<file path="src/rtl/seg_scan_driver_if.sv">
// Display-side bundle for seg_scan_driver.
//   master : whoever owns the display registers (drives en/load/data, sees pins)
//   slave  : the scan driver itself
// Signals:
//   en          scan enable
//   load        one-cycle strobe, capture data_in/dp_in/blank_mask into staging
//   data_in     packed nibbles, digit i = data_in[4i+3:4i]
//   dp_in       decimal point request per digit (1 = lit)
//   blank_mask  per-digit full blank, dp included (1 = dark)
//   lz_blank    leading-zero blanking enable
//   seg         active-low segments, seg[7]=a .. seg[1]=g, seg[0]=dp
//   an          active-low one-hot digit select
//   frame_done  one-cycle pulse after each frame wrap
interface seg_scan_driver_if #(
  parameter int DIGITS = 8
);
  logic                  en;
  logic                  load;
  logic [4*DIGITS-1:0]   data_in;
  logic [DIGITS-1:0]     dp_in;
  logic [DIGITS-1:0]     blank_mask;
  logic                  lz_blank;
  logic [7:0]            seg;
  logic [DIGITS-1:0]     an;
  logic                  frame_done;

  modport master (
    output en, load, data_in, dp_in, blank_mask, lz_blank,
    input  seg, an, frame_done
  );

  modport slave (
    input  en, load, data_in, dp_in, blank_mask, lz_blank,
    output seg, an, frame_done
  );
endinterface

</file>
<file path="src/rtl/seg_scan_driver.sv">
// Multiplexed N-digit 7-segment scan driver.
// Ports:
//   clk  system clock
//   rst  asynchronous, active-high reset
//   bus  seg_scan_driver_if.slave (inputs en/load/data_in/dp_in/blank_mask/
//        lz_blank; registered outputs seg/an/frame_done)
// Each digit owns DIV clocks; the first clock of every slot is a dark guard
// cycle so the previous digit's segments never ghost onto the next anode.
// New display contents are staged and only copied into the shadow set at a
// frame wrap, so a frame is never drawn with a mix of old and new data.
module seg_scan_driver #(
  parameter int DIGITS = 8,
  parameter int DIV    = 1000
) (
  input  logic            clk,
  input  logic            rst,
  seg_scan_driver_if.slave bus
);

  localparam int CW = (DIV    > 1) ? $clog2(DIV)    : 1;
  localparam int IW = (DIGITS > 1) ? $clog2(DIGITS) : 1;
  localparam logic [CW-1:0] DIV_LAST = CW'(DIV - 1);
  localparam logic [IW-1:0] IDX_LAST = IW'(DIGITS - 1);

  typedef struct packed {
    logic [4*DIGITS-1:0] data;
    logic [DIGITS-1:0]   dp;
    logic [DIGITS-1:0]   blank;
  } frame_t;

  frame_t          live, staging, shadow;
  logic            pending;
  logic [CW-1:0]   div_cnt;
  logic [IW-1:0]   idx;
  logic [7:0]      seg_q;
  logic [DIGITS-1:0] an_q;
  logic            frame_done_q;

  logic            tick, wrap;
  logic [3:0]      cur_nib;
  logic            cur_dp, cur_blank, cur_lz;
  logic [7:0]      cur_seg;

  assign live.data  = bus.data_in;
  assign live.dp    = bus.dp_in;
  assign live.blank = bus.blank_mask;

  assign tick = bus.en && (div_cnt == DIV_LAST);
  assign wrap = tick && (idx == IDX_LAST);

  // Glyph with dp bit held dark; caller supplies the real dp bit.
  function automatic logic [7:0] glyph(input logic [3:0] nib);
    unique case (nib)
      4'h0: glyph = 8'h03;  4'h1: glyph = 8'h9F;
      4'h2: glyph = 8'h25;  4'h3: glyph = 8'h0D;
      4'h4: glyph = 8'h99;  4'h5: glyph = 8'h49;
      4'h6: glyph = 8'h41;  4'h7: glyph = 8'h1F;
      4'h8: glyph = 8'h01;  4'h9: glyph = 8'h09;
      4'hA: glyph = 8'h11;  4'hB: glyph = 8'hC1;
      4'hC: glyph = 8'h63;  4'hD: glyph = 8'h85;
      4'hE: glyph = 8'h61;  4'hF: glyph = 8'h71;
    endcase
  endfunction

  // Select the current digit and decide whether it sits inside the run of
  // zero nibbles that starts at the most significant digit.
  always_comb begin
    logic zero_above;
    logic [7:0] g;
    // NOTE: every variable gets a default before any conditional write so
    // no path leaves it unassigned, which would otherwise infer a latch.
    zero_above = 1'b1;
    cur_nib    = 4'h0;
    cur_dp     = 1'b0;
    cur_blank  = 1'b0;
    cur_lz     = 1'b0;
    for (int i = DIGITS - 1; i >= 0; i--) begin
      zero_above = zero_above && (shadow.data[4*i +: 4] == 4'h0);
      if (idx == IW'(i)) begin
        cur_nib   = shadow.data[4*i +: 4];
        cur_dp    = shadow.dp[i];
        cur_blank = shadow.blank[i];
        cur_lz    = zero_above;
      end
    end

    g = glyph(cur_nib);
    if (cur_blank)
      cur_seg = 8'hFF;
    else if (bus.lz_blank && (idx != '0) && cur_lz)
      cur_seg = {7'h7F, ~cur_dp};
    else
      cur_seg = {g[7:1], ~cur_dp};
  end

  always_ff @(posedge clk or posedge rst) begin
    if (rst) begin
      // NOTE: staging and shadow are reset too: a reset must drop any
      // queued display update, not just the scan position.
      div_cnt      <= '0;
      idx          <= '0;
      staging      <= '0;
      shadow       <= '0;
      pending      <= 1'b0;
      seg_q        <= 8'hFF;
      an_q         <= '1;
      frame_done_q <= 1'b0;
    end else begin
      // NOTE: non-blocking assignments throughout, so every right-hand side
      // below sees the pre-edge value regardless of statement order.
      frame_done_q <= wrap;

      if (bus.en) begin
        div_cnt <= tick ? '0 : div_cnt + 1'b1;
        if (tick)
          idx <= (idx == IDX_LAST) ? '0 : idx + 1'b1;
      end

      if (bus.load)
        staging <= live;

      // A load landing on the wrap bypasses staging entirely.
      if (wrap && bus.load) begin
        shadow  <= live;
        pending <= 1'b0;
      end else if (wrap && pending) begin
        shadow  <= staging;
        pending <= 1'b0;
      end else if (bus.load) begin
        pending <= 1'b1;
      end

      if (!bus.en || (div_cnt == '0)) begin
        seg_q <= 8'hFF;
        an_q  <= '1;
      end else begin
        seg_q <= cur_seg;
        an_q  <= ~(DIGITS'(1) << idx);
      end
    end
  end

  assign bus.seg        = seg_q;
  assign bus.an         = an_q;
  assign bus.frame_done = frame_done_q;

endmodule

</file>
<file path="src/flat_wrapper.sv">
// flat-port wrapper written by rule: the top's interface ports become plain ports
module seg_scan_driver_flat 
#(
  parameter int DIGITS = 8,
  parameter int DIV    = 1000
)
  (clk, rst, bus_en, bus_load, bus_data_in, bus_dp_in, bus_blank_mask, bus_lz_blank, bus_seg, bus_an, bus_frame_done);
  seg_scan_driver_if #(.DIGITS(DIGITS)) bus_i ();
  input  logic clk;
  input  logic rst;
  input wire logic [$bits(bus_i.en)-1:0] bus_en;
  input wire logic [$bits(bus_i.load)-1:0] bus_load;
  input wire logic [$bits(bus_i.data_in)-1:0] bus_data_in;
  input wire logic [$bits(bus_i.dp_in)-1:0] bus_dp_in;
  input wire logic [$bits(bus_i.blank_mask)-1:0] bus_blank_mask;
  input wire logic [$bits(bus_i.lz_blank)-1:0] bus_lz_blank;
  output wire logic [$bits(bus_i.seg)-1:0] bus_seg;
  output wire logic [$bits(bus_i.an)-1:0] bus_an;
  output wire logic [$bits(bus_i.frame_done)-1:0] bus_frame_done;
  assign bus_i.en = bus_en;
  assign bus_i.load = bus_load;
  assign bus_i.data_in = bus_data_in;
  assign bus_i.dp_in = bus_dp_in;
  assign bus_i.blank_mask = bus_blank_mask;
  assign bus_i.lz_blank = bus_lz_blank;
  assign bus_seg = bus_i.seg;
  assign bus_an = bus_i.an;
  assign bus_frame_done = bus_i.frame_done;
  seg_scan_driver #(.DIGITS(DIGITS), .DIV(DIV)) u_core (.clk(clk), .rst(rst), .bus(bus_i));
endmodule
</file>
<file path="config.mk">
export PLATFORM = sky130hd
export DESIGN_NAME = seg_scan_driver_flat
export DESIGN_NICKNAME = d
export VERILOG_FILES = /design/src/rtl/seg_scan_driver_if.sv /design/src/rtl/seg_scan_driver.sv /design/src/flat_wrapper.sv
export SDC_FILE = /design/constraint.sdc
export NUM_CORES = 1
export LEC_CHECK = 0
export BUFFER_PORTS_ARGS = -buffer_cell sky130_fd_sc_hd__buf_4
export CORE_ASPECT_RATIO = 1.1
export CORE_MARGIN = 1
export CORE_UTILIZATION = 59
export CTS_CLUSTER_SIZE = 8
export DETAILED_ROUTE_END_ITERATION = 8
export PLACE_DENSITY = 0.8
export SLEW_MARGIN = 20
export SYNTH_ARGS = -nofsm -noshare
export SYNTH_HDL_FRONTEND = slang
export SYNTH_SLANG_ARGS = --single-unit
</file>
<file path="constraint.sdc">
create_clock -name clk -period 7.3 [get_ports clk]
set_input_delay 0.365 -clock clk [delete_from_list [all_inputs] [get_ports clk]]
set_output_delay 0.365 -clock clk [all_outputs]
set_load 0.1 [all_outputs]
</file>
Word-level counts from Yosys, hierarchy flattened
Memories as Yosys holds them, arrays and structs flattened.
Index checks and enable logic that the tools add are counted.

operators by class
  shifts and indexed selects = 1
  reductions and logical operators = 29
  add/subtract/negate cells = 2
  equal/unequal tests = 8
  bitwise operators = 2
  muxes and demuxes = 43

operator list
  operator                                                           count
  48-bit 2-to-1 mux                                                  2
  4-bit logical NOT                                                  8
  4-bit 2-to-1 mux                                                   8
  8-bit 2-to-1 mux                                                   4
  1-bit 2-to-1 mux                                                   27
  1-bit logical AND                                                  13
  3-bit == test, second input constant                               4
  10-bit by 1-bit adder with 10-bit output, second input constant    1
  10-bit == test, second input constant                              1
  10-bit logical NOT                                                 1
  10-bit 2-to-1 mux                                                  1
  8-bit inverter                                                     1
  1-bit by 3-bit left shift with 8-bit output, first input constant  1
  3-bit by 2-bit == test with 1-bit output, second input constant    2
  3-bit nonzero test                                                 2
  3-bit by 1-bit adder with 3-bit output, second input constant      1
  3-bit by 1-bit == test with 1-bit output, second input constant    1
  3-bit logical NOT                                                  1
  3-bit 2-to-1 mux                                                   1
  2-bit AND reduction                                                1
  2-bit nonzero test                                                 1
  1-bit logical NOT                                                  1
  1-bit logical OR                                                   1
  1-bit inverter                                                     1

storage, ports and cells
  bits of input ports = 53
  word-level logic and storage cells = 98
  flip-flop bits (word level) = 127
  memories = 1
  output and inout bits = 17
  memory bits (read-only) = 112

memories
  name              depth  bits a word  rd ports  clocked after Yosys merged registers in  wr ports  line                   text
  (name not given)  16     7            1         0                                        0         seg_scan_driver.sv:53  unique case (nib)

Longest topological paths before layout
Gate-level depths: netlist of the first run.

  word-level depth = 13
  mapped depth = 13

Worst setup path after synthesis of the first run
No wires, ideal clock.

  path kind = reg-to-reg
  from = register u_core.idx[2]
  to = register u_core.seg_q[2] (netlist: u_core.bus.seg[2])
  arrival time = 2.441 ns
  setup slack = 4.776 ns
  library setup time = 0.083 ns
  data required time = 7.217 ns
  buffers on the path = 2
  stages on the path, launching flop included = 14
  cells stage by stage = dfrtp_1 -> buf_2 -> inv_1 -> ha_1 -> inv_1 -> clkbuf_1 -> o2111ai_1 -> a31oi_1 -> or2_2 -> inv_1 -> ha_1 -> nand2b_1 -> o21ai_0 -> a221o_1

between the ends
  word-level cells in the longest chain between the ends = 13
  elaborated cells on any way between the ends = 39

RTL lines
  element                                                                   line                    text
  start, declared                                                           seg_scan_driver.sv:34   logic [IW-1:0] idx;
  start signal, assigned                                                    seg_scan_driver.sv:116  idx <= (idx == IDX_LAST) ? '0 : idx + 1'b1;
  3-bit == test                                                             seg_scan_driver.sv:79   if (idx == IW'(i)) begin
  4-bit 2-to-1 mux / 1-bit 2-to-1 mux (equally long branches) (8 in a row)  seg_scan_driver.sv:79
  memory 16 x 7 bit / 1-bit logical AND (equally long branches)             --
  8-bit 2-to-1 mux                                                          seg_scan_driver.sv:90   else if (bus.lz_blank && (idx != '0) && cur_lz)
  8-bit 2-to-1 mux *                                                        seg_scan_driver.sv:88   if (cur_blank)
  8-bit 2-to-1 mux *                                                        seg_scan_driver.sv:133  if (!bus.en || (div_cnt == '0)) begin
  end signal, assigned                                                      seg_scan_driver.sv:137  seg_q <= cur_seg;
  end, declared                                                             seg_scan_driver.sv:35   logic [7:0] seg_q;

Mark *: on every way between the ends. The rest lies on a longest branch, timed or not.
A chain may end at the register's enable or synchronous reset.

Worst setup path in the final report of the first run
  from = register u_core.idx[2]
  to = register u_core.seg_q[1] (netlist: u_core.bus.seg[1])

The elaborated chain is that of the path after synthesis.

==> key figures, run 1 <==
STA
  • Unrepaired setup endpoints after global routing: false
  • Final count of hold timing violations: 0
  • Actual slew at the worst max-slew pin: 0.973 ns
  • Final Skew: 0.00695 ns
  • Setup violations, final: 0
  • Hold_ws: 0.00646 ns
  • Fin crit share: 46.4%
  • Final Max Tran Viols: 0
  • Slew HR: 35.1%
  • Period minus WS final: 3.39 ns
  • Setup TNS Final: 0 ns
  • Fmax achieved: 295 MHz

Detailed routing
  • Final WL: 12.7 mm
  • Initial drt markers: 232
  • Avg Vias per Cell: 5.87
  • First-pass DRT Iterations: 4
  • Wirelength per Cell: 17.6 µm
  • Remaining DRCs: 0
  • Via count: 4241
  • Post-route ant nets: 0

Clock tree
  • Worst skew pair latency: 0.53 ns
  • Clock sinks: 127
  • CTS Hold Bufs: 0
  • TritonCTS clock tree: yes
  • Max clock buf depth: 2
  • Clock root cell: clkbuf_8
  • CTS buffer count: 17
  • CTS H-tree lvls: 4
  • Post-cts repair resize count: 0
  • Setup bufs post-CTS: 0
  • Worst-path clk slew: 0.06 ns

Yosys
  • Cell variety after synth: 67
  • Ys Warns: 0
  • Post-synth EDFFs: 0
  • Post-Syn Nets: 593
  • Sequential area share after synthesis: 52.8%
  • Synth top area share: 45.9%
  • Synth Register Bits: 127
  • Avg Inst Size Synth: 11.5 µm²
  • Yosys top cell by area: dfrtp_1
  • Cells after Synth: 526
  • Post-synth ARST share: 100%
  • Synth Cell Area: 0.00605 mm²
  • Synth area leaders: dfrtp_1 (46%), mux2_2 (9.3%), dfstp_2 (6.9%), mux2_1 (4.7%), nand2_1 (3.3%)
  • Ys flop type: dfrtp_1

Setup path
  • Critical Path Start Type: register
  • Setup CP Type: register to register
  • WP data required: 7.75 ns
  • Crit. End Element: register
  • CP Max Fanout: 32
  • Critical Path AT: 3.84 ns

Power and ir drop
  • Highest ir drop seen on vdd: 191 µV
  • Pwr Density: 246 mW/mm²
  • Tot Pwr: 1.77 mW
  • Leak Pwr: 3.34 nW

Placed design
  • Placed cell areas: 0.00661 mm²
  • DP HPWL: 8.54 mm
  • Number of port buffers: 69
  • GPL Wtd Cong: 0.937

Floorplanning
  • Die width: 98.6 µm
  • I/O Pins: 70
  • Core ar.: 0.00994 mm²
  • Die H: 108 µm
  • Rows: 38
  • Total Die Area: 0.0107 mm²
  • Starting density of the core: 60.9%

Layout
  • Design area: 0.00719 mm²
  • Fin nets: 656
  • Synth-to-Final Area Change: 18.9%
  • Layout cells sized above 1: 31.2%
  • Final Core Density: 72.4%
  • Number of diodes: 0

Run status
  • Status: complete, no violations

Run
  • Max-Cap Viols: 0

Min path
  • Hold Path Class: input pin to async pin

GRT
  • Largest net degree at the start of global routing: 70
  • Vias in the first global route: 4394
  • Total track usage: 26.1%
  • Initial antenna violation count: 0
  • First-pass GRT wire length: 21.2 mm
  • Grt ovf: 0
flip-flops by register name, summed over array words and instances (netlist names):
name                   count
u_core.shadow             48
u_core.staging            48
u_core.bus.an              8
u_core.pending             1
u_core.bus.seg             8
u_core.div_cnt            10
u_core.bus.frame_done      1
u_core.idx                 3
power by group:
group	internal (mW)	switching (mW)
Clock	0.502	0.314
Sequential	0.753	0.0295
Combinational	0.0737	0.0978
Total	1.33	0.441
layer usage:
| layer | wire length (µm) | vias to the layer above | part of all wire [%] | track usage, % |
|---|---|---|---|---|
| li1 | - | 1998 | - | - |
| met1 | 5350 | 2092 | 42 | 31.9 |
| met2 | 6580 | 126 | 52 | 45.6 |
| met3 | 542 | 25 | 4.3 | 5.49 |
| met4 | 230 | 0 | 1.8 | 9.91 |
| met5 | 0 | - | 0 | 0 |
critical path, stage by stage, from the launching register on:
cell       delay (ns)
dfrtp_1          0.98
inv_1            0.26
ha_1             0.34
inv_1            0.28
o2111ai_1        0.19
a31oi_1          0.24
or2_2            0.21
inv_1            0.08
ha_1             0.23
nor2_2           0.11
a21oi_1          0.06
a221o_1          0.33
kinds of logic (layout without fill, tap and decap cells):
kind of cell,count (synthesis),in the layout,share of synthesized area (%)
simple gates,147,147,12.1
flops,127,127,52.8
mux,94,94,17.1
compound gates,91,91,10.4
buf+inv,45,121,3.51
fa+ha+maj,14,14,2.89
xor+xnor,8,8,1.16
through the flow:
stage,std cells,setup WS [ns]
6_report,722,3.91
4_1_cts,721,3.64
2_1_floorplan,526,3.58
3_5_place_dp,689,3.67
5_1_grt,722,3.57
3_3_place_gp,689,3.86
path summary, 6_finish.rpt:
path,start,endpoint,slack (ns),depth (start not counted)
setup / recovery,u_core.idx[2],u_core.bus.seg[1],3.91,11
hold / removal,rst,u_core.staging[23],0.006,2
setup reg to reg,u_core.idx[2],u_core.bus.seg[1],3.91,11
hold reg to reg,u_core.shadow[6],u_core.shadow[6],0.49,2
max in group asynchronous,rst,u_core.shadow[8],6.07,3
min in group clk,bus_data_in[15],u_core.staging[31],0.06,3
placed cells by master, fill, tap and decap left out, types with 10 or more instances in the layout:
| master | synthesis | routed |
|---|---|---|
| a21oi_1 | 14 | 14 |
| buf_4 | 2 | 73 |
| clkbuf_16 | 0 | 16 |
| dfrtp_1 | 111 | 111 |
| dfstp_2 | 16 | 16 |
| ha_1 | 14 | 14 |
| inv_1 | 15 | 14 |
| mux2_1 | 25 | 25 |
| mux2_2 | 50 | 50 |
| mux2i_1 | 19 | 19 |
| nand2_1 | 54 | 54 |
| nand3_1 | 16 | 15 |
| nor2_1 | 25 | 25 |
| o21ai_0 | 22 | 22 |
| o21ai_1 | 10 | 10 |
synthesized netlist by cell type (all sizes together), types with 3 or more instances:
library cell and n:
a21oi 14, and2 4, xnor2 7, dfstp 16, nand2b 8, nor3b 3
a31oi 5, buf 17, o22ai 8, dfrtp 111, mux2 75, inv 16
clkbuf 12, and3 3, nand2 54, nand4 3, nand3 16, nor4 4
o211ai 5, nor3 7, nor2b 6, o21ai 34, o2111a 3, ha 14
o221ai 3, mux2i 19, nor2 27
cell type report:
type	count	area, µm²
sequential	127	3200
fill	701	2740
multi-input combinational	354	2660
timing repair buffer	73	548
clock buffer	19	442
tap	120	150
clock inverter	13	139
inverter	16	62.6
(Power assumes the default switching activity.)
==> run 2, diff against run 1 <==
ABC_AREA = 1   (was default)
clock period = 3.2 ns   (was 7.3 ns; I/O delays follow)
==> key figures, run 2 <==
Run status
  • Status: complete, no violations (unchanged)

STA
  • Setup violations, final: 0 (unchanged)
  • Actual slew at the worst max-slew pin: 0.935 ns (was 0.973 ns)
  • Fin crit share: 81.5% (was 46.4%)
  • Slew HR: 37.6% (was 35.1%)
  • Fmax achieved: 383 MHz (was 295 MHz)
  • Final Skew: 0.0113 ns (was 0.00695 ns)
  • Period minus WS final: 2.61 ns (was 3.39 ns)
  • Final Max Tran Viols: 0 (unchanged)
  • Hold_ws: 0.0116 ns (was 0.00646 ns)
  • Unrepaired setup endpoints after global routing: false (unchanged)
  • Setup TNS Final: 0 ns (unchanged)
  • Final count of hold timing violations: 0 (unchanged)

Min path
  • Min-delay src: bus_data_in[1]
  • Worst Hold Depth: 3
  • Worst-case hold path end point: u_core.staging[17]
  • Hold Path Class: input pin to register (was input pin to async pin)

Clock tree
  • CTS H-tree lvls: 4 (unchanged)
  • Worst skew pair latency: 0.41 ns (was 0.53 ns)
  • Clock root cell: clkbuf_16 (was clkbuf_8)
  • TritonCTS clock tree: yes (unchanged)
  • Worst-path clk slew: 0.05 ns (was 0.06 ns)
  • CTS buffer count: 17 (unchanged)
  • Max clock buf depth: 2 (unchanged)
  • Clock sinks: 127 (unchanged)
  • Setup bufs post-CTS: 0 (unchanged)

Detailed routing
  • Avg Vias per Cell: 5.13 (was 5.87)
  • DR WL met3: 625 µm (was 542 µm)
  • Initial drt markers: 283 (was 232)
  • Wirelength per Cell: 14.0 µm (was 17.6 µm)
  • Post-route ant nets: 0 (unchanged)
  • Via count: 5411 (was 4241)
  • DR WL met2: 7.50 mm (was 6.58 mm)
  • DRT met1 WL: 6.23 mm (was 5.35 mm)
  • Remaining DRCs: 0 (unchanged)
  • First-pass DRT Iterations: 5 (was 4)
  • Final WL: 14.8 mm (was 12.7 mm)
  • Uppermost layer routed: met4 (unchanged)

Yosys
  • Mux cell area share after synthesis: 0% (was 17.1%)
  • Post-synth EDFFs: 0 (unchanged)
  • Avg Inst Size Synth: 7.96 µm² (was 11.5 µm²)
  • Synth Area in XOR/XNOR: 0.140% (was 1.16%)
  • Sequential area share after synthesis: 51.0% (was 52.8%)
  • Synth Register Bits: 127 (unchanged)
  • Cell variety after synth: 41 (was 67)
  • Synth Cell Area: 0.00627 mm² (was 0.00605 mm²)
  • Most common cell in the netlist: nand2_1 (was dfrtp_1)
  • Synth Area in Compound Gates: 11.1% (was 10.4%)
  • Synth cell count leaders: nand2_1 (278), dfrtp_1 (111), inv_1 (88) (was dfrtp_1 (111), nand2_1 (54), mux2_2 (50))
  • Post-Syn Nets: 855 (was 593)
  • Yosys top cell by area: dfrtp_1 (unchanged)
  • Cells after Synth: 788 (was 526)
  • Synth top area share: 44.3% (was 45.9%)
  • Ys flop type: dfrtp_1 (unchanged)
  • Synth Area in Simple Gates: 26.5% (was 12.1%)
  • Synth area leaders: dfrtp_1 (44%), nand2_1 (17%), dfstp_2 (6.7%), o21ai_0 (6.5%), inv_1 (5.3%) (was dfrtp_1 (46%), mux2_2 (9.3%), dfstp_2 (6.9%), mux2_1 (4.7%), nand2_1 (3.3%))
  • Area share of fa/ha/maj cells after synthesis: 2.79% (was 2.89%)
  • Post-synth ARST share: 100% (unchanged)
  • Main combinational cell family by area after synthesis: simple AND/OR/NAND/NOR gates (was multiplexers)
  • Ys Warns: 0 (unchanged)

Setup path
  • Crit. End Element: register (unchanged)
  • Worst-path cell chain: inv_2 -> ha_1 -> inv_1 -> o21ai_0 -> inv_1 -> nand2_1 -> nand2_1 -> nand2_1 -> a21oi_2 -> inv_2 -> ha_1 -> nand3_1 -> nor2_2 -> nor2_2 -> nand3_1 (was inv_1 -> ha_1 -> inv_1 -> o2111ai_1 -> a31oi_1 -> or2_2 -> inv_1 -> ha_1 -> nor2_2 -> a21oi_1 -> a221o_1)
  • CP Max Fanout: 10 (was 32)
  • Most numerous cell on the critical path: nand2_1 (was inv_1)
  • Family with the most delay on the worst path: simple AND/OR/NAND/NOR gates (was flip-flops)
  • RR Endpoint: u_core.bus.seg[4] (was u_core.bus.seg[1])
  • Critical Path AT: 2.94 ns (was 3.84 ns)
  • Critical-path top delay cell: dfrtp_1 (unchanged)
  • Critical Path Start Type: register (unchanged)
  • CP peak stage delay: 0.54 ns (was 0.98 ns)
  • WP data required: 3.53 ns (was 7.75 ns)
  • R2R Setup Slk: 0.59 ns (was 3.91 ns)
  • Reg2reg path depth: 15 (was 11)
  • Worst r2r src: u_core.idx[2] (unchanged)
  • CP Buf/Inv Count: 4 (was 3)
  • Setup CP Type: register to register (unchanged)

GRT
  • Total track usage: 29.1% (was 26.1%)
  • First-pass GRT wire length: 24.6 mm (was 21.2 mm)
  • Initial antenna violation count: 0 (unchanged)
  • Vias in the first global route: 5382 (was 4394)
  • Largest net degree at the start of global routing: 68 (was 70)
  • Grt ovf: 0 (unchanged)

Floorplanning
  • Die width: 100 µm (was 98.6 µm)
  • Rows: 39 (was 38)
  • Starting density of the core: 60.6% (was 60.9%)
  • Core ar.: 0.0103 mm² (was 0.00994 mm²)
  • Die H: 110 µm (was 108 µm)
  • Total Die Area: 0.0111 mm² (was 0.0107 mm²)
  • I/O Pins: 70 (unchanged)

Power and ir drop
  • Highest ir drop seen on vdd: 353 µV (was 191 µV)
  • Leak Pwr: 4.02 nW (was 3.34 nW)
  • Clk pwr share: 42.6% (was 46.1%)
  • Switching power share of the total: 26.6% (was 24.9%)
  • Comb pwr share: 11.9% (was 9.7%)
  • Net load switching power: 1.05 mW (was 441 µW)
  • Internal Power: 2.90 mW (was 1.33 mW)
  • Seq pwr share: 45.5% (was 44.2%)
  • Pwr Density: 503 mW/mm² (was 246 mW/mm²)

Placed design
  • Number of port buffers: 69 (unchanged)
  • GPL Wtd Cong: 0.905 (was 0.937)
  • Placed Instances: 978 (was 689)
  • DP HPWL: 9.96 mm (was 8.54 mm)

Layout
  • Largest regs: u_core.shadow: 48 flops, u_core.staging: 48 flops, u_core.div_cnt: 10 flops (unchanged)
  • Number of diodes: 0 (unchanged)
  • Layout fillers: 771 (was 701)
  • Cell Count, Final, Fillers Out: 1055 (was 722)
  • Layout cells sized above 1: 18.1% (was 31.2%)
  • Leading cell types in the layout, fill and taps excluded: nand2_1 (278), dfrtp_1 (111), inv_1 (87), o21ai_0 (82), buf_4 (72) (was dfrtp_1 (111), buf_4 (73), nand2_1 (54), mux2_2 (50))
  • Fin nets: 967 (was 656)
  • Commonest non-fill, non-tap cell in the layout: nand2_1 (was dfrtp_1)
  • Synth-to-Final Area Change: 25.3% (was 18.9%)

Run
  • Max-Cap Viols: 0 (unchanged)
==> run 2: cell types whose count changed in the layout (fill, tap and decap cells not counted), moves of 16 or more <==
cell and change:
inv_1 +73, mux2i_1 -19, o21ai_0 +60, mux2_1 -25, nand3_1 +16, o21ai_1 +16
dlygate4sd3_1 +46, mux2_2 -50, nand2_1 +224
==> run 2: cell type report <==
type / instances / area, µm² / share of cell area, %
Sequential cell: 127 / 3200 / 40.7
Timing Repair Buffer: 119 / 1020 / 13.0
Multi-Input combinational cell: 529 / 2540 / 32.3
Clock inverter: 11 / 70.1 / 0.891
Inverter: 106 / 410 / 5.22
Tap cell: 143 / 179 / 2.28
Clock buffer: 20 / 447 / 5.68
==> run 2: cell families (layout without fill, tap and decap cells) <==
group | Yosys count | count (layout)
DFF | 127 | 127
adders and majority gates | 14 | 14
xor gates and xnor gates | 1 | 1
AOI/OAI and AO/OA | 131 | 131
buffers and inverters | 132 | 256
and+or+nand+nor | 383 | 383
==> run 2: timing repair <==
action	in CTS	in global routing
endpoints found under the hold margin	69	0
hold buffers	46	0
gates resized for setup	0	0
==> run 2: worst max-delay path by stage <==
stage	startpoint	slack (ns)	cells past startpoint	end
floorplan	u_core.idx[0]	0.87	16	u_core.bus.seg[4]
global placement	u_core.idx[0]	0.74	15	u_core.bus.seg[4]
detailed placement	u_core.idx[2]	0.62	15	u_core.bus.seg[4]
CTS	u_core.idx[0]	0.60	15	u_core.bus.seg[4]
global route	u_core.idx[2]	0.38	15	u_core.bus.seg[4]
finish	u_core.idx[2]	0.59	15	u_core.bus.seg[4]
==> run 2: per-layer routing <==
layer  GRT usage, %  vias to the layer above
met5              0                        -
met1           34.4                     2548
met3           6.18                       39
met2           51.6                      143
li1               -                     2681
met4           12.3                        0
==> run 2: power by group through the flow <==
| stage | Combinational, mW | Clock, mW | Sequential [mW] |
|---|---|---|---|
| 2_1_floorplan | 0.264 | 0 | 1.84 |
| 3_3_place_gp | 0.409 | 0 | 1.82 |
| 3_5_place_dp | 0.422 | 0 | 1.83 |
| 4_1_cts | 0.471 | 1.71 | 1.80 |
| 5_1_grt | 0.533 | 1.78 | 1.81 |
| 6_report | 0.471 | 1.69 | 1.80 |
==> run 2: through the flow <==
stage                     setup slack, ns  power, mW  instance area, µm²  util [%]
after global placement              0.738       2.23                6890      66.6
after CTS                           0.604       3.98                7860      76.0
final                               0.591       3.96                7860      76.0
after global routing                0.381       4.13                7860      76.0
after floorplan                     0.871       2.11                6280         -
after detailed placement            0.622       2.25                6890      66.6
==> run 2: worst min-delay path: cells and delay by family <==
kind / cells / cell delay, ns
buf+inv: 1 / 0.08
simple gates: 2 / 0.14
==> run 3, diff against run 2 <==
CORE_UTILIZATION = 53   (was 59)
PLACE_DENSITY = 0.76   (was 0.8)
clock period = 2.2 ns   (was 3.2 ns; I/O delays follow)
==> key figures, run 3 (same netlist as run 2, synthesis figures left out) <==
STA
  • Final Skew: 0.00730 ns (was 0.0113 ns)
  • Fmax achieved: 482 MHz (was 383 MHz)
  • Period minus WS final: 2.08 ns (was 2.61 ns)
  • Unrepaired setup endpoints after global routing: true (was false)
  • Final Max Tran Viols: 0 (unchanged)
  • Final count of hold timing violations: 0 (unchanged)
  • Slew HR: 41.8% (was 37.6%)
  • Hold_ws: 0.106 ns (was 0.0116 ns)
  • Setup violations, final: 0 (unchanged)
  • Setup TNS Final: 0 ns (unchanged)
  • Fin crit share: 94.4% (was 81.5%)
  • Actual slew at the worst max-slew pin: 0.873 ns (was 0.935 ns)

Power and ir drop
  • Leak Pwr: 4.16 nW (was 4.02 nW)
  • Comb pwr share: 11.2% (was 11.9%)
  • Pwr Density: 746 mW/mm² (was 503 mW/mm²)
  • Highest ir drop seen on vdd: 542 µV (was 353 µV)
  • Net load switching power: 1.58 mW (was 1.05 mW)
  • Switching power share of the total: 25.6% (was 26.6%)
  • Tot Pwr: 6.18 mW (was 3.96 mW)
  • Seq pwr share: 42.3% (was 45.5%)
  • Internal Power: 4.59 mW (was 2.90 mW)
  • Clk pwr share: 46.5% (was 42.6%)

Clock tree
  • TritonCTS clock tree: yes (unchanged)
  • CTS buffer count: 17 (unchanged)
  • Worst-path clk slew: 0.06 ns (was 0.05 ns)
  • Clock root cell: clkbuf_16 (unchanged)
  • Clock sinks: 127 (unchanged)
  • CTS H-tree lvls: 4 (unchanged)
  • Max clock buf depth: 2 (unchanged)
  • Worst skew pair latency: 0.41 ns (about the same)

Layout
  • Largest regs: u_core.shadow: 48 flops, u_core.staging: 48 flops, u_core.div_cnt: 10 flops (unchanged)
  • Cell Count, Final, Fillers Out: 1087 (was 1055)
  • Layout fillers: 872 (was 771)
  • Leading cell types in the layout, fill and taps excluded: nand2_1 (271), dfrtp_1 (108), buf_4 (92), inv_1 (83), o21ai_0 (79) (was nand2_1 (278), dfrtp_1 (111), inv_1 (87), o21ai_0 (82), buf_4 (72))
  • Fin nets: 992 (was 967)
  • Number of diodes: 0 (unchanged)
  • Synth-to-Final Area Change: 32.0% (was 25.3%)
  • Commonest non-fill, non-tap cell in the layout: nand2_1 (unchanged)
  • Layout cells sized above 1: 22.6% (was 18.1%)

Floorplanning
  • Core ar.: 0.0115 mm² (was 0.0103 mm²)
  • Die H: 116 µm (was 110 µm)
  • Starting density of the core: 54.6% (was 60.6%)
  • Die width: 106 µm (was 100 µm)
  • I/O Pins: 70 (unchanged)
  • Rows: 41 (was 39)
  • Total Die Area: 0.0123 mm² (was 0.0111 mm²)

Detailed routing
  • Final WL: 15.4 mm (was 14.8 mm)
  • Remaining DRCs: 0 (unchanged)
  • Initial drt markers: 321 (was 283)
  • Wirelength per Cell: 14.2 µm (was 14.0 µm)
  • Avg Vias per Cell: 4.99 (was 5.13)
  • Post-route ant nets: 0 (unchanged)
  • Via count: 5423 (was 5411)
  • First-pass DRT Iterations: 5 (unchanged)

Setup path
  • Crit. End Element: register (unchanged)
  • Critical Path Start Type: register (unchanged)
  • Setup CP Type: register to register (unchanged)
  • R2R Setup Slk: 0.12 ns (was 0.59 ns)
  • Critical Path AT: 2.42 ns (was 2.94 ns)
  • WP data required: 2.55 ns (was 3.53 ns)
  • CP Max Fanout: 8 (was 10)

Placed design
  • Number of port buffers: 69 (unchanged)
  • Placed Instances: 1002 (was 978)
  • GPL Wtd Cong: 0.900 (was 0.905)
  • DP HPWL: 10.1 mm (was 9.96 mm)

GRT
  • Initial antenna violation count: 0 (unchanged)
  • Vias in the first global route: 5426 (was 5382)
  • First-pass GRT wire length: 25.5 mm (was 24.6 mm)
  • Grt ovf: 0 (unchanged)
  • Largest net degree at the start of global routing: 128 (was 68)
  • Total track usage: 26.9% (was 29.1%)

Run
  • Max-Cap Viols: 0 (unchanged)

Min path
  • Hold Path Class: input pin to register (unchanged)

Run status
  • Status: complete, no violations (unchanged)
[run 3: changes by cell type in the layout (fill, tap and decap cells not counted), moves of 5 or more]
| cell | before | now |
|---|---|---|
| ha_1 | 14 | 6 |
| buf_4 | 72 | 92 |
| clkinv_2 | 7 | 2 |
| ha_2 | 0 | 5 |
| nand2_1 | 278 | 271 |
[run 3: power groups by stage]
stage / combinational [mW] / clock (mW) / sequential [mW]
floorplan: 0.384 / 0 / 2.68
global placement: 0.599 / 0 / 2.65
detailed placement: 0.617 / 0 / 2.65
CTS: 0.691 / 2.92 / 2.61
global route: 0.790 / 3.02 / 2.64
finish: 0.692 / 2.88 / 2.61
[run 3: final timing paths]
| kind | start | endpoint | depth (start not counted) |
|---|---|---|---|
| setup / recovery | u_core.idx[1] | u_core.bus.seg[6] | 16 |
| hold / removal | bus_lz_blank | u_core.bus.seg[5] | 5 |
| setup reg to reg | u_core.idx[1] | u_core.bus.seg[6] | 16 |
| hold reg to reg | u_core.staging[20] | u_core.staging[20] | 2 |
| max in group asynchronous | rst | u_core.idx[1] | 4 |
| min in group asynchronous | rst | u_core.staging[34] | 4 |
[run 3: through the flow]
stage | cell area, µm² | utilization, % | setup WS (ns)
global route | 8280 | 72.0 | -0.0286
global placement | 7040 | 61.3 | 0.0241
floorplan | 6300 | - | 0.0113
CTS | 8150 | 70.9 | 0.0196
finish | 8280 | 72.0 | 0.124
detailed placement | 7040 | 61.3 | -0.00412
[run 3: critical path, cell delays in order, from the launching register on]
cell	delay [ns]
dfrtp_2	0.43
inv_2	0.07
ha_2	0.19
nand2_4	0.11
clkinv_4	0.10
a21oi_1	0.13
nand2_1	0.06
nand2_1	0.06
nand2_1	0.07
nand2_2	0.08
a21oi_4	0.06
buf_6	0.13
ha_1	0.29
nand2_1	0.07
nor2_1	0.03
nor2_1	0.08
nand2_1	0.05
[run 3: area by class of cell]
class | count | area [µm²] | share of cell area [%]
sequential | 127 | 3200 | 38.7
multi-input combinational | 529 | 2650 | 32.0
timing repair buffer | 144 | 1220 | 14.8
clock buffer | 19 | 443 | 5.35
inverter | 106 | 413 | 4.99
tap | 150 | 188 | 2.27
clock inverter | 12 | 161 | 1.95
[run 3: metal layers]
layer	track usage [%]	part of all wire, %	vias up
met4	11.0	2.1	0
li1	-	-	2745
met2	47.7	51	106
met1	32.2	44	2549
met3	5.47	3.2	23
met5	0	0	-
[run 3: timing repair]
action	4_1_cts	5_1_grt
endpoints found under the setup margin	5	7
gates cloned	0	0
endpoints found under the hold margin	161	0
gates resized for setup	3	31
hold buffers	50	0
pin swaps	0	7
setup buffers	0	4
